`src/rtl/player_ctrl_pkg.sv`:
```
// Shared types and default tuning constants for the player life-cycle sequencer.
package player_ctrl_pkg;

  typedef enum logic [2:0] {
    IDLE   = 3'd0,
    ALIVE  = 3'd1,
    HIT    = 3'd2,
    INVULN = 3'd3,
    OVER   = 3'd4
  } player_state_t;

  localparam int PLAYER_LIVES         = 3;
  localparam int PLAYER_HIT_FRAMES    = 96;
  localparam int PLAYER_INVULN_FRAMES = 64;
  localparam int PLAYER_BLINK_SHIFT   = 3;

endpackage

```
`src/rtl/rise_detect.sv`:
```
// Rising-edge detector for a level key input; one register plus an AND gate.
module rise_detect (
  input  logic clk,
  input  logic reset,
  input  logic level_i,
  output logic rise_o
);

  logic level_d1_q;
  logic level_d1_d;

  assign level_d1_d = level_i;

  // One-cycle delayed copy of the key level; cleared so a key held through reset reads as a fresh press.
  always_ff @(posedge clk or posedge reset) begin
    if (reset) level_d1_q <= 1'b0;
    else       level_d1_q <= level_d1_d;
  end

  assign rise_o = level_i & ~level_d1_q;

endmodule

```
`src/rtl/player_life_ctrl.sv`:
```
// Player life-cycle sequencer: standby, play, hit freeze, invulnerable respawn, game over.
module player_life_ctrl
  import player_ctrl_pkg::*;
#(
  parameter int LIVES         = PLAYER_LIVES,
  parameter int HIT_FRAMES    = PLAYER_HIT_FRAMES,
  parameter int INVULN_FRAMES = PLAYER_INVULN_FRAMES,
  parameter int BLINK_SHIFT   = PLAYER_BLINK_SHIFT
) (
  input  logic       clk,
  input  logic       reset,
  input  logic       startOfFrame,
  input  logic       enterKeyPressed,
  input  logic       playerHit,
  output logic       playGame,
  output logic       playerVisible,
  output logic [1:0] livesLeft,
  output logic       respawnPulse,
  output logic       gameEnded
);

  localparam logic [7:0] HIT_LAST    = 8'(HIT_FRAMES - 1);
  localparam logic [7:0] INVULN_LAST = 8'(INVULN_FRAMES - 1);
  localparam logic [2:0] BLINK_BIT   = 3'(BLINK_SHIFT);
  localparam logic [1:0] LIVES_INIT  = 2'(LIVES);

  logic          enter_rise;
  player_state_t state_q, state_d;
  logic [1:0]    lives_q, lives_d;
  logic [7:0]    frame_cnt_q, frame_cnt_d;
  logic          play_game_q, play_game_d;
  logic          visible_q, visible_d;
  logic          respawn_q, respawn_d;
  logic          ended_q, ended_d;

  rise_detect u_enter_rise (
    .clk     (clk),
    .reset   (reset),
    .level_i (enterKeyPressed),
    .rise_o  (enter_rise)
  );

  // Next-state, lives and frame-counter logic; hits only count while ALIVE.
  always_comb begin
    state_d     = state_q;
    lives_d     = lives_q;
    frame_cnt_d = frame_cnt_q;
    respawn_d   = 1'b0;
    case (state_q)
      IDLE: begin
        if (enter_rise) begin
          state_d     = ALIVE;
          lives_d     = LIVES_INIT;
          frame_cnt_d = 8'd0;
        end
      end
      ALIVE: begin
        if (playerHit) begin
          frame_cnt_d = 8'd0;
          if (lives_q > 2'd1) begin
            state_d = HIT;
            lives_d = lives_q - 2'd1;
          end else begin
            state_d = OVER;
            lives_d = 2'd0;
          end
        end
      end
      HIT: begin
        if (startOfFrame) begin
          if (frame_cnt_q == HIT_LAST) begin
            state_d     = INVULN;
            frame_cnt_d = 8'd0;
            respawn_d   = 1'b1;
          end else begin
            frame_cnt_d = frame_cnt_q + 8'd1;
          end
        end
      end
      INVULN: begin
        if (startOfFrame) begin
          if (frame_cnt_q == INVULN_LAST) begin
            state_d     = ALIVE;
            frame_cnt_d = 8'd0;
          end else begin
            frame_cnt_d = frame_cnt_q + 8'd1;
          end
        end
      end
      OVER: begin
        if (enter_rise) state_d = IDLE;
      end
      default: state_d = IDLE;
    endcase
  end

  // Moore outputs decoded from the next state so they register in step with it.
  always_comb begin
    play_game_d = (state_d == ALIVE) || (state_d == INVULN);
    ended_d     = (state_d == OVER);
    visible_d   = 1'b1;
    case (state_d)
      HIT, INVULN: visible_d = ~frame_cnt_d[BLINK_BIT];
      OVER:        visible_d = 1'b0;
      default:     visible_d = 1'b1;
    endcase
  end

  // State, counters and output registers.
  always_ff @(posedge clk or posedge reset) begin
    if (reset) begin
      state_q     <= IDLE;
      lives_q     <= LIVES_INIT;
      frame_cnt_q <= 8'd0;
      play_game_q <= 1'b0;
      visible_q   <= 1'b1;
      respawn_q   <= 1'b0;
      ended_q     <= 1'b0;
    end else begin
      state_q     <= state_d;
      lives_q     <= lives_d;
      frame_cnt_q <= frame_cnt_d;
      play_game_q <= play_game_d;
      visible_q   <= visible_d;
      respawn_q   <= respawn_d;
      ended_q     <= ended_d;
    end
  end

  assign playGame      = play_game_q;
  assign playerVisible = visible_q;
  assign livesLeft     = lives_q;
  assign respawnPulse  = respawn_q;
  assign gameEnded     = ended_q;

endmodule
```
`config.mk`:
```
export PLATFORM = sky130hd
export DESIGN_NAME = player_life_ctrl
export DESIGN_NICKNAME = d
export VERILOG_FILES = /design/src/rtl/player_ctrl_pkg.sv /design/src/rtl/rise_detect.sv /design/src/rtl/player_life_ctrl.sv
export SDC_FILE = /design/constraint.sdc
export NUM_CORES = 1
export LEC_CHECK = 0
export BUFFER_PORTS_ARGS = -buffer_cell sky130_fd_sc_hd__buf_2
export CAP_MARGIN = 40
export CORE_UTILIZATION = 55
export CTS_CLUSTER_DIAMETER = 30
export DETAILED_ROUTE_END_ITERATION = 10
export PLACE_DENSITY = 0.75
export RECOVER_POWER = 25
export SLEW_MARGIN = 25
export SYNTH_ARGS = -nofsm -noshare
export SYNTH_HDL_FRONTEND = slang
export SYNTH_HIERARCHICAL = 1
export SYNTH_SLANG_ARGS = --single-unit
```
`constraint.sdc`:
```
create_clock -name clk -period 2.2 [get_ports clk]
set_clock_uncertainty 0.05 [all_clocks]
set_input_delay 0.11 -clock clk [delete_from_list [all_inputs] [get_ports clk]]
set_output_delay 0.11 -clock clk [all_outputs]
set_load 0.005 [all_outputs]
```
==> Word level (Yosys, flattened, before mapping) <==
Index checks and enable logic that the tools add are counted.
{ "totals": {"word_cells": 60, "latch_bits": 0, "mem_count": 0, "mem_bits_rw": 0, "romBits": 0, "register_bits": 18} }
{ "op_classes": {"mul": 0, "order_cmp": 1, "n_reduce_logical": 7, "muxes": 24, "shift": 0, "add_sub_neg": 2, "div_mod_pow": 0, "eq_ne": 14, "bitwise": 3} }
{ "op_table": {"columns": ["op", "n"], "rows": [
  ["8-bit two-way mux", 6],
  ["8-bit one-hot mux with 4 select lines", 1],
  ["3-bit two-way mux", 8],
  ["3-bit one-hot mux with 5 select lines", 1],
  ["3-bit by 2-bit == test with 1-bit output, second input constant", 4],
  ["8-bit by 1-bit adder with 8-bit output, second input constant", 1],
  ["8-bit by 6-bit == test with 1-bit output, second input constant", 1],
  ["8-bit by 7-bit == test with 1-bit output, second input constant", 1],
  ["2-bit != test, second input constant", 4],
  ["3-bit by 1-bit == test with 1-bit output, second input constant", 2],
  ["3-bit == test, second input constant", 2],
  ["2-bit two-way mux", 3],
  ["5-bit AND reduction", 1],
  ["2-bit one-hot mux with 2 select lines", 1],
  ["4-bit nonzero test", 1],
  ["3-bit zero test", 1],
  ["1-bit two-way mux", 3],
  ["3-bit AND reduction", 1],
  ["2-bit by 1-bit greater-than comparator with 1-bit output, second input constant", 1],
  ["1-bit inverter", 2],
  ["1-bit one-hot mux with 2 select lines", 1],
  ["2-bit nonzero test", 1],
  ["2-bit OR reduction", 1],
  ["2-bit by 1-bit subtractor with 2-bit output, second input constant", 1],
  ["2 further kinds", 2]
]} }

==> Logic depth before layout (Yosys ltp) <==
{ "depth": {"word_depth": 7, "mapped_depth": 6, "depth_no_buf": 5} }

==> Modules after synthesis <==
Netlist, hierarchy kept.
{ "modules_own_cells": {"columns": ["mod", "seq_area_each_um2", "area_per_inst_um2", "cells_each", "n_inst"], "rows": [
  ["player_life_ctrl", 429.2, 904.6, 90, 1],
  ["rise_detect", 25.0, 42.5, 3, 1]
]} }

==> Worst setup path before layout <==
Ideal clock, no wire load.
{ "synth_path": {"path_kind": "register to register", "from": "reg frame_cnt_q[5]", "to": "reg frame_cnt_q[7]", "t_arrival_ns": 1.642, "path_buffers": 0, "path_slack_ns": 0.382, "synth_period_minus_slack_ns": 1.818, "setup_ns": 0.126, "path_stages_with_launch": 5, "path_cell_list": "dfrtp_1 -> or3b_4 -> a2111oi_4 -> nor3_2 -> a221o_1"} }
{ "synth_via": {"elab_chain_len": 4, "word_cells_on_any_way": 8, "cone_classes": "add/sub: 1; eq/ne: 2; mux: 5"} }
{ "synth_lines": {"columns": ["element", "line_no", "rtl"], "rows": [
  ["start: declaration", "player_life_ctrl.sv:30", "logic [7:0] frame_cnt_q, frame_cnt_d;"],
  ["start signal: assignment", "player_life_ctrl.sv:122", "frame_cnt_q <= frame_cnt_d;"],
  ["8-bit by 1-bit adder with 8-bit output (tied with other cells)", "player_life_ctrl.sv:76, player_life_ctrl.sv:86", null],
  ["8-bit two-way mux, on equally long branches", "player_life_ctrl.sv:82, player_life_ctrl.sv:71", null],
  ["8-bit two-way mux, on equally long branches", "player_life_ctrl.sv:81, player_life_ctrl.sv:70", null],
  ["8-bit one-hot mux with 4 select lines (*)", "player_life_ctrl.sv:49", "case (state_q)"]
]} }
Mark *: on every way between the ends. The rest lies on a longest branch, timed or not. The select of a mux whose other input is x is not followed.
A chain may end at the register's enable or synchronous reset.

==> Worst setup path in the final report <==
{ "layout_path": {"from": "reg frame_cnt_q[5]", "to": "reg frame_cnt_q[5]"} }
The elaborated chain is that of the path after synthesis.

==> impl_results.md <==
* Critical Path Sink Type: register
* Post-synthesis sequential area ratio at 48.0%
* Post-CTS sizing at 0
* Post-DP Area at 0.00101 mm2
* Post-CTS setup buffer count at 0
* Clock Latency Late Sink at 0.29 ns
* Vias in the first global route at 734
* # IOs at 11
* Max Freq at 0.507 GHz
* # diodes at 0
* Clock Power Share at 18.2%
* Slew Limit Headroom at 57.8%
* Post-synth top area share at 39.6%
* Largest net degree at the start of global routing at 18
* Worst reg2reg path depth at 4
* Remaining Overflow, GRT at 0
* Cell Area, Synth at 947 um2
* DPL Wire Length at 1330 um
* Asr flop ratio synth at 100%
* Final Hold Fails at 0
* R2R Setup Slk at 0.23 ns
* Ys flop type: dfrtp_1
* Status: complete, no violations
* Layout net count at 113
* Ys Warns at 6
* CP required at 2.34 ns
* Setup TNS at 0 ns
* Leading area contributor after synthesis: dfrtp_1
* Kind of critical path: reg2reg
* Setup crit end: frame_cnt_q[5]
* Post-CTS Hold Buffers at 2
* Gpl congestion at 0.847
* Most frequent cells after synthesis: dfrtp_1 (15), a21oi_1 (6), o21ai_0 (6)
* CTS buffer count at 3
* DR vias at 788
* Most common cell in the netlist: dfrtp_1
* Reg-to-Reg End: frame_cnt_q[5]
* Switching share of power at 37.7%
* Vias per cell at 6.46
* CTS root buf: clkbuf_4
* Final setup fails at 0
* Antenna-violating nets left at 0
* Unrepaired setup endpoints after global routing: no
* Comb pwr share at 33.0%
* Flops & latches, synth at 18
* Worst-margin pin slew at 0.632 ns
* Initial antenna violation count at 0
* Max incr delay on CP at 0.48 ns
* Tot GR Track Use at 22.6%
* Syn Inst Count at 93
* NetSw at 0.416 mW
* Mapped Nets at 99
* Post-route clock period utilization at 89.6%
* CORE AREA at 0.00156 mm2
* Highest-delay cell along the critical path: dfrtp_1
* CP Launch Type: register
* CTS tree: done
* Synth area leaders: dfrtp_1 (40%), dfstp_2 (8.3%), a21oi_1 (3.2%), o21ai_0 (3.2%), a2111oi_4 (2.9%)
* Min Clock Period, post-route at 1.97 ns
* WP data arrival at 2.11 ns
* Max-cap violations at 0
* Port buffer count at 10
* Hold WC Path Type: in2async
* Design Area, Final at 0.00106 mm2
* Worst reg2reg startpoint: frame_cnt_q[5]
* Wire length per cell at 15.9 um
* 1st-iter DRT viols at 23
* Worst VDD drop at 0.740 mV
* First-pass GRT wire length at 3180 um
* Static Leakage at 0.466 nW
* Distinct cells, synth at 37
* Initial core utilization at 60.8%
* Pins over their slew limit at 0
* FP Rows at 14
* EDFF count, synth at 0
* Placed Cells at 116
* PD cells at 1040 mW/mm2
* Mapped Avg Cell Area at 10.2 um2
* Htree depth at 1
* Width of the die at 43.5 um
* DIE AREA at 0.00189 mm2
* Drt first pass iters at 5
* CP Max Fanout at 8
* Non-filler cells in the finished layout at 122
* Reg clk slew, reported paths at 0.10 ns
* Layout cell share with drive strength beyond 1 at 21.7%
* Clk buf depth at 2
* CP cell instances: or3b_4 > a2111oi_4 > nor3_2 > a221o_1
* Int Power at 0.686 mW
* Pwr Total at 1.10 mW
* Critical Path Start: frame_cnt_q[5]
* Die Ht at 43.5 um
* Clock sinks at 18
* DRC Markers at 0
* Drt total wl at 1940 um
* P&R area growth vs syn at 12.2%
* Part of the power in registers at 48.8%
* Hold WS at 0.138 ns
==> state kept, by name (all words and copies together) (netlist names) <==
signal,flops
gameEnded,1
livesLeft,2
u_enter_rise/level_d1_q,1
respawnPulse,1
playGame,1
frame_cnt_q,8
state_q,3
playerVisible,1
==> layout by cell type (no fill, tap or decap), types with 2 or more instances in the layout <==
| master | count |
|---|---|
| mux2i_1 | 2 |
| a22o_2 | 2 |
| a221o_1 | 2 |
| nand3_1 | 3 |
| nand2_1 | 5 |
| nor4_1 | 3 |
| nor2b_1 | 2 |
| dlygate4sd3_1 | 2 |
| buf_2 | 8 |
| or3_1 | 4 |
| dfrtp_1 | 15 |
| o21ai_0 | 6 |
| inv_1 | 5 |
| a311oi_1 | 2 |
| nor3_1 | 3 |
| clkbuf_4 | 3 |
| a31oi_1 | 2 |
| clkbuf_1 | 2 |
| nor2_1 | 5 |
| dfstp_2 | 3 |
| nand2b_1 | 2 |
| a21oi_1 | 6 |
==> critical path, delay by kind of cell (launching register included) <==
family             cells  cell delay [ns]
AOI/OAI and AO/OA      2             0.77
DFF                    1             0.48
and+or+nand+nor        2             0.56
==> worst min-delay path by stage <==
stage                                          to  slack, ns  depth (start not counted)
after floorplan           u_enter_rise/level_d1_q      -0.21                          1
after global placement    u_enter_rise/level_d1_q       -0.1                          2
after detailed placement  u_enter_rise/level_d1_q       -0.1                          2
after CTS                               gameEnded       0.13                          3
after global routing      u_enter_rise/level_d1_q       0.14                          3
final                     u_enter_rise/level_d1_q       0.14                          3
==> layer usage <==
| metal | global-route usage (%) | vias to the layer above | wire length (um) |
|---|---|---|---|
| met3 | 2.50 | 5 | 97 |
| met2 | 33.9 | 38 | 928 |
| met4 | 10.0 | 0 | 34 |
| met1 | 33.2 | 371 | 880 |
| li1 | - | 374 | - |
| met5 | 0 | - | 0 |
==> per-stage QoR <==
| step | setup slack [ns] | utilization (%) |
|---|---|---|
| 2_1_floorplan | 0.382 | - |
| 3_3_place_gp | 0.326 | 64.7 |
| 3_5_place_dp | 0.259 | 64.7 |
| 4_1_cts | 0.247 | 68.3 |
| 5_1_grt | 0.165 | 68.1 |
| 6_report | 0.228 | 68.1 |
==> logic make-up after synthesis <==
group	count (synthesis)	share of synthesized area, %
mux	3	3.30
simple gates	36	22.7
fa+ha+maj	1	1.32
flops	18	48.0
buf+inv	9	3.70
compound gates	26	21.0
==> cell type report <==
| type | count | area [um2] |
|---|---|---|
| Inverter | 5 | 18.8 |
| Clock buffer | 4 | 36.3 |
| Sequential cell | 18 | 454 |
| Timing Repair Buffer | 13 | 75.1 |
| Tap cell | 16 | 20.0 |
| Fill cell | 112 | 497 |
| Multi-Input combinational cell | 66 | 458 |
==> power groups by stage <==
stage / registers (mW) / clock network, mW / logic, mW
3_3_place_gp: 0.534 / 0 / 0.344
3_5_place_dp: 0.540 / 0 / 0.356
6_report: 0.538 / 0.200 / 0.364
5_1_grt: 0.554 / 0.217 / 0.407
4_1_cts: 0.535 / 0.210 / 0.363
2_1_floorplan: 0.501 / 0 / 0.278
(Power assumes the default switching activity.)
